--- config.mk ---
export PLATFORM = sky130hd
export DESIGN_NAME = areg_seq
export DESIGN_NICKNAME = d
export VERILOG_FILES = /design/src/rtl/areg_pkg.sv /design/src/rtl/areg_seq_cnt.sv /design/src/rtl/areg_seq.sv
export SDC_FILE = /design/constraint.sdc
export NUM_CORES = 1
export LEC_CHECK = 0
export CAP_MARGIN = 20
export CORE_MARGIN = 3
export CORE_UTILIZATION = 45
export CTS_CLUSTER_SIZE = 30
export DETAILED_ROUTE_END_ITERATION = 10
export PLACE_DENSITY_LB_ADDON = 0.25
export RECOVER_POWER = 100
export SYNTH_ARGS = -nofsm -noshare
export SYNTH_HDL_FRONTEND = slang
export SYNTH_SLANG_ARGS = --single-unit
--- constraint.sdc ---
create_clock -name clock -period 2.74 [get_ports clock]
set_clock_uncertainty 0.05 [all_clocks]
set_input_delay 0.548 -clock clock [delete_from_list [all_inputs] [get_ports clock]]
set_output_delay 0.548 -clock clock [all_outputs]
set_load 0.01 [all_outputs]
--- src/rtl/areg_pkg.sv ---
// Shared definitions for the 4-bit load/reset/shift/hold register and its
// sequencing controller: control-code constants and controller FSM states.
package areg_pkg;

    // Control codes decoded by the register, carried as {c1,c0}
    localparam logic [1:0] AREG_LOAD  = 2'b00;
    localparam logic [1:0] AREG_RESET = 2'b01;
    localparam logic [1:0] AREG_SHIFT = 2'b10;
    localparam logic [1:0] AREG_HOLD  = 2'b11;

    // Sequencing controller states
    typedef enum logic [1:0] {
        IDLE   = 2'b00,
        LOAD   = 2'b01,
        SHIFT  = 2'b10,
        FINISH = 2'b11
    } areg_state_t;

    // Code issued while the controller is in the load phase
    function automatic logic [1:0] load_code(input logic clr);
        return clr ? AREG_RESET : AREG_LOAD;
    endfunction

endpackage

--- src/rtl/areg_seq_cnt.sv ---
// Loadable CNT_W-bit down-counter with zero flag. Decrement saturates at 0.
module areg_seq_cnt #(
    parameter int unsigned CNT_W = 3
) (
    input  logic             clock,
    input  logic             reset,
    input  logic             load,
    input  logic             dec,
    input  logic [CNT_W-1:0] init,
    output logic [CNT_W-1:0] value,
    output logic             zero
);

    // Load has priority; decrement never goes below zero
    always_ff @(posedge clock or posedge reset) begin
        if (reset) begin
            value <= '0;
        end else if (load) begin
            value <= init;
        end else if (dec && (value != '0)) begin
            value <= value - CNT_W'(1);
        end
    end

    assign zero = (value == '0);

endmodule

--- src/rtl/areg_seq.sv ---
// Sequencing controller for the 4-bit load/reset/shift/hold register.
// Accepts one job per start/ready handshake: load (or clear), cnt shifts,
// then hold with a one-cycle done pulse.
// Optional feature macro: AREG_SEQ_SNAP_EN (snapshot of q into result at
// job completion); when undefined, result is tied to zero.
module areg_seq
    import areg_pkg::*;
#(
    parameter int unsigned CNT_W = 3
) (
    input  logic             clock,
    input  logic             reset,
    input  logic             start,
    input  logic             clr,
    input  logic [CNT_W-1:0] cnt,
    input  logic [3:0]       d_in,
    output logic             ready,
    output logic             c1,
    output logic             c0,
    output logic [3:0]       d_out,
    output logic             done,
    input  logic [3:0]       q,
    output logic [3:0]       result
);

    areg_state_t      state_q;
    areg_state_t      state_d;
    logic             clr_q;
    logic             accept;
    logic [CNT_W-1:0] rem;
    logic             rem_zero;
    logic [1:0]       code;

    assign accept = (state_q == IDLE) && start;

    areg_seq_cnt #(
        .CNT_W (CNT_W)
    ) u_cnt (
        .clock (clock),
        .reset (reset),
        .load  (accept),
        .dec   (state_q == SHIFT),
        .init  (cnt),
        .value (rem),
        .zero  (rem_zero)
    );

    // State register
    always_ff @(posedge clock or posedge reset) begin
        if (reset) begin
            state_q <= IDLE;
        end else begin
            state_q <= state_d;
        end
    end

    // Job capture: word and clear flag are sampled only when a job is accepted
    always_ff @(posedge clock or posedge reset) begin
        if (reset) begin
            d_out <= '0;
            clr_q <= 1'b0;
        end else if (accept) begin
            d_out <= d_in;
            clr_q <= clr;
        end
    end

    // Next-state and Moore output decode
    always_comb begin
        state_d = state_q;
        code    = AREG_HOLD;
        ready   = 1'b0;
        done    = 1'b0;
        case (state_q)
            IDLE: begin
                ready = 1'b1;
                if (start) begin
                    state_d = LOAD;
                end
            end
            LOAD: begin
                code    = load_code(clr_q);
                state_d = rem_zero ? FINISH : SHIFT;
            end
            SHIFT: begin
                code = AREG_SHIFT;
                if (rem == CNT_W'(1)) begin
                    state_d = FINISH;
                end
            end
            FINISH: begin
                done    = 1'b1;
                state_d = IDLE;
            end
            default: begin
                state_d = IDLE;
            end
        endcase
    end

    assign {c1, c0} = code;

`ifdef AREG_SEQ_SNAP_EN
    // Snapshot of the register contents on the edge leaving FINISH
    always_ff @(posedge clock or posedge reset) begin
        if (reset) begin
            result <= '0;
        end else if (state_q == FINISH) begin
            result <= q;
        end
    end
`else
    logic q_unused;
    assign q_unused = ^q;
    assign result   = '0;
`endif

endmodule

Word-level counts from Yosys, hierarchy flattened

Index checks and enable logic that the tools add are counted.

Word-level logic and storage cells: 28
Register bits: 10

Reduce and logical (&&, ||, !) cells: 7
Mux-type cells: 10
Equal/unequal tests: 6
Add/subtract/negate cells: 1

Operators by type and width:

| cell                  | number |
|---|---|
| $pmux W2 S4           | 1 |
| $mux W3               | 2 |
| $eq A2 B2 Y1 const B  | 2 |
| $mux W1               | 4 |
| $mux W2               | 2 |
| $ne A2 B2 Y1 const B  | 2 |
| $pmux W2 S2           | 1 |
| $eq A3 B1 Y1 const B  | 1 |
| $logic_not A3 Y1      | 1 |
| $reduce_bool A3 Y1    | 1 |
| $sub A3 B1 Y3 const B | 1 |
| $eq A2 B1 Y1 const B  | 1 |
| $logic_and A1 B1 Y1   | 2 |
| $logic_not A2 Y1      | 1 |
| $reduce_and A2 Y1     | 1 |
| $reduce_bool A2 Y1    | 1 |

Logic depth before layout (Yosys ltp)

Gate-level depths: netlist (run 1).

Depth after elaboration: 4
Mapped depth: 6
Depth with buffers taken out: 5

Modules after synthesis

Synthesis (run 1) repeated with hierarchy kept, for this count alone.

Cell total of the unflattened synthesis: 59
Area total of the unflattened synthesis: 641.9 um^2

Modules (own cells, without submodules):

| module       | area an instance (um^2) | cells each | instances | seq. area each (um^2) |
|---|---|---|---|---|
| areg_seq     | 430.4                   | 39         | 1         | 175.2 |
| areg_seq_cnt | 211.5                   | 20         | 1         | 75.1 |

Least setup slack after synthesis (run 1)

No wires, ideal clock.

Kind: register to output
Start: reg state_q[0]
End: out c0
Buffers on the path: 1
Setup slack: 1.047 ns
Data required time: 2.142 ns
Data arrival time: 1.095 ns
Stages on the path, launching flop included: 5
Cell sequence: dfrtp_1 -> inv_1 -> ha_1 -> buf_6 -> o21ai_0

Word-level cells in the longest chain between the ends: 2

Ends and longest elaborated chain:

| element                                      | RTL line       | RTL |
|---|---|---|
| start: declaration                           | areg_seq.sv:26 | `areg_state_t state_q;` |
| start signal: assignment                     | areg_seq.sv:53 | `state_q <= state_d;` |
| $eq A2 B2 Y1 or $eq A2 B1 Y1 (tied branches) | areg_seq.sv:74 | `case (state_q)` |
| $pmux W2 S2 (*)                              | areg_seq.sv:74 |  |
| end: declaration                             | areg_seq.sv:19 | `output logic c0,` |

Mark *: on every way between the ends. The rest lies on a longest branch, timed or not.

Worst setup path in the final report (run 1)

Same ends and word-level chain as after synthesis.

==> results of run 1 <==
==> power by group <==
part	internal (mW)	switching [mW]
clock	0.0505	0.0455
sequential	0.228	0.0604
combinational	0.279	0.245
total	0.557	0.351
==> routing by layer <==
layer	GRT usage	wire length, microns	vias to the layer above
li1	-	-	244
met1	0.161	557	234
met2	0.186	487	21
met3	0.0398	90	4
met4	0.152	43	0
met5	0	0	-
==> flip-flops by register name, indices dropped and copies added (netlist names) <==
signal and count:
u_cnt.value 3, clr_q 1, d_out 4, state_q 2
==> final timing paths <==
kind	to	slack [ps]	from
max	c0	190	state_q[0]$_DFFE_PP0P_
min	d_out[3]$_DFFE_PP0P_	440	d_out[3]$_DFFE_PP0P_
max reg2reg	d_out[2]$_DFFE_PP0P_	1070	state_q[0]$_DFFE_PP0P_
min reg2reg	d_out[3]$_DFFE_PP0P_	440	d_out[3]$_DFFE_PP0P_
max in group asynchronous	d_out[1]$_DFFE_PP0P_	1740	reset
min in group asynchronous	clr_q$_DFFE_PP0P_	640	reset
==> kinds of logic (layout without fill, tap and decap cells) <==
group           after synthesis  in the layout
simple gates                 15             15
other cells                   1              4
compound gates               12             12
mux                           6              6
buf+inv                      12             27
fa+ha+maj                     8              8
flops                        10             10
==> area by class of cell <==
cell class / instances / area (sq um)
clock buffer: 3 / 22.5
fill: 122 / 522
inverter: 6 / 22.5
multi-input combinational: 45 / 350
sequential: 10 / 250
tap: 15 / 18.8
timing repair buffer: 18 / 180
==> stage by stage <==
step / setup WS (ps) / hold slack [ps] / utilization / std cells
floorplan: 1050 / 338 / - / 67
global placement: 576 / 442 / 0.620 / 94
detailed placement: 530 / 442 / 0.620 / 94
CTS: 245 / 466 / 0.636 / 97
global route: 90.5 / 465 / 0.618 / 97
finish: 195 / 438 / 0.618 / 97
==> synth_stat cells <==
cell      instances
a21o_1            1
a21oi_1           4
a21oi_2           1
a221oi_1          1
a22o_1            1
a31oi_1           1
and4bb_1          1
buf_4             4
buf_6             2
conb_1            1
dfrtp_1          10
ha_1              8
inv_1             6
mux2_4            6
nand2_1           3
nand2_2           1
nand2b_1          2
nand2b_2          1
nand2b_4          1
nand3_1           2
nor2_1            2
nor2b_1           2
o21ai_0           2
o21ai_1           1
==> worst max-delay path, delay by kind of cell (launching register included) <==
family,cells,cell delay (ps)
AO/OA/AOI/OAI,1,190
adder cells (fa/ha/maj),1,320
buffers and inverters,2,740
flip-flops,1,440
==> results.py, run 1 <==
metrics = {
    "timing": {
        "clock.fmax_mhz": 393,
        "rsz0062_at_grt": "no",
        "hold_viol_final": 0,
        "drv_slew": 0,
        "fin_crit_sh": 0.929,
        "finalSetupTns_ps": 0,
        "period_minus_slack_ps": 2550,
        "setup_viol": 0,
    },
    "synth": {
        "synth_top_family_by_area": "adder cells",
        "seq_area_frac_synth": 0.363,
        "synth_top_area_share": 0.363,
        "synth-xor-area-share": 0,
        "netlist_area_sq_um": 689,
        "synthMuxAreaShare": 0.131,
        "synth_fa_ha_area_frac": 0.145,
        "synth-simple-area-share": 0.138,
        "synth_cells": 64,
        "synth_area_leaders": "dfrtp_1, ha_1, mux2_4",
        "synth-compound-area-share": 0.109,
        "synthDistinctLibCells": 24,
        "synth_area_leader_cell": "dfrtp_1",
        "synth_seq_cells": 10,
        "synth.avg_cell_area_sq_um": 10.8,
        "yosys_warnings": 0,
    },
    "floorplanning": {
        "fp.coreArea_sq_um": 1370,
        "die_x_microns": 45.1,
        "pin_count": 27,
        "start_util": 0.505,
        "fp.dieH_microns": 45.1,
        "die_area_sq_um": 2040,
        "fp-row-count": 13,
    },
    "clock_network": {
        "cts_root_buf": "clkbuf_4",
        "path_clk_slew_ps": 60,
        "worstSkewPairLatency_ps": 260,
        "cts_tree": "yes",
        "htree_levels": 1,
        "cts_made_buffers": 3,
        "cts_setup_buffers": 0,
        "ctsResizeCount": 0,
        "cts_buffer_depth": 2,
        "cts_num_sinks": 10,
        "cts_hold_buf": 0,
    },
    "placed_design": {
        "dpl_cell_area_sq_um": 847,
        "gp_congestion": 0.622,
        "place_hpwl_microns": 891,
        "portBuffers": 18,
    },
    "final_layout": {
        "final_cell_mix": "dfrtp_1, clkdlybuf4s50_1, dlygate4sd3_1",
        "n_antenna_cell": 0,
        "layout_commonest_cell": "dfrtp_1",
        "drive_gt1_frac": 0.0732,
        "design_area_sq_um": 845,
        "fin_nets": 107,
        "syn2layout_area_growth_pct": 22.5,
    },
    "drt": {
        "drtPass1Iterations": 4,
        "finalWirelength_microns": 1180,
        "wl_per_cell_microns": 12.1,
        "ant_nets": 0,
        "vias_per_cell": 5.19,
        "first_iter_violations": 5,
        "vias": 503,
        "drcViolationCount": 0,
    },
    "job": {
        "maxCapViolations": 0,
    },
    "worst_hold_path": {
        "whs_path_depth": 1,
        "hp-class": "reg2reg",
    },
    "pwr": {
        "p_leak_nw": 0.403,
        "peakVddDrop_mv": 0.598,
        "power_density_nw_per_um2": 1080,
        "p_total_mw": 0.908,
    },
    "status": {
        "status": "completed",
    },
    "worst_setup_path": {
        "path_class": "reg2out",
        "max_stage_delay_ps": 630,
        "reg2reg_depth": 4,
        "crit_arrival_ps": 1950,
        "slowest_stage": "dlygate4sd3_1",
        "cp-end-kind": "output pin",
        "crit_chain": "inv_1 > ha_1 > o21ai_0 > dlygate4sd3_1",
        "worst-path-max-fanout": 10,
        "crit_path_start_kind": "flop",
        "crit_required_ps": 2140,
    },
    "global_routing": {
        "grt_max_degree": 12,
        "grt-ovfl-total": 0,
        "track_usage": 0.137,
        "grt_pass1_wl_microns": 1900,
        "grt_pass1_vias": 443,
        "antenna_found_initial": 0,
    },
}
Note: power is estimated with default switching activity, not from simulation.
==> inputs of run 2 (changes only) <==
--- a/config.mk
+++ b/config.mk
@@ -15,3 +15,4 @@
 export SYNTH_ARGS = -nofsm -noshare
 export SYNTH_HDL_FRONTEND = slang
 export SYNTH_SLANG_ARGS = --single-unit
+export TNS_END_PERCENT = 50
==> results of run 2 <==
Same layout as run 1: the final DEF is identical, and so are final timing and power.
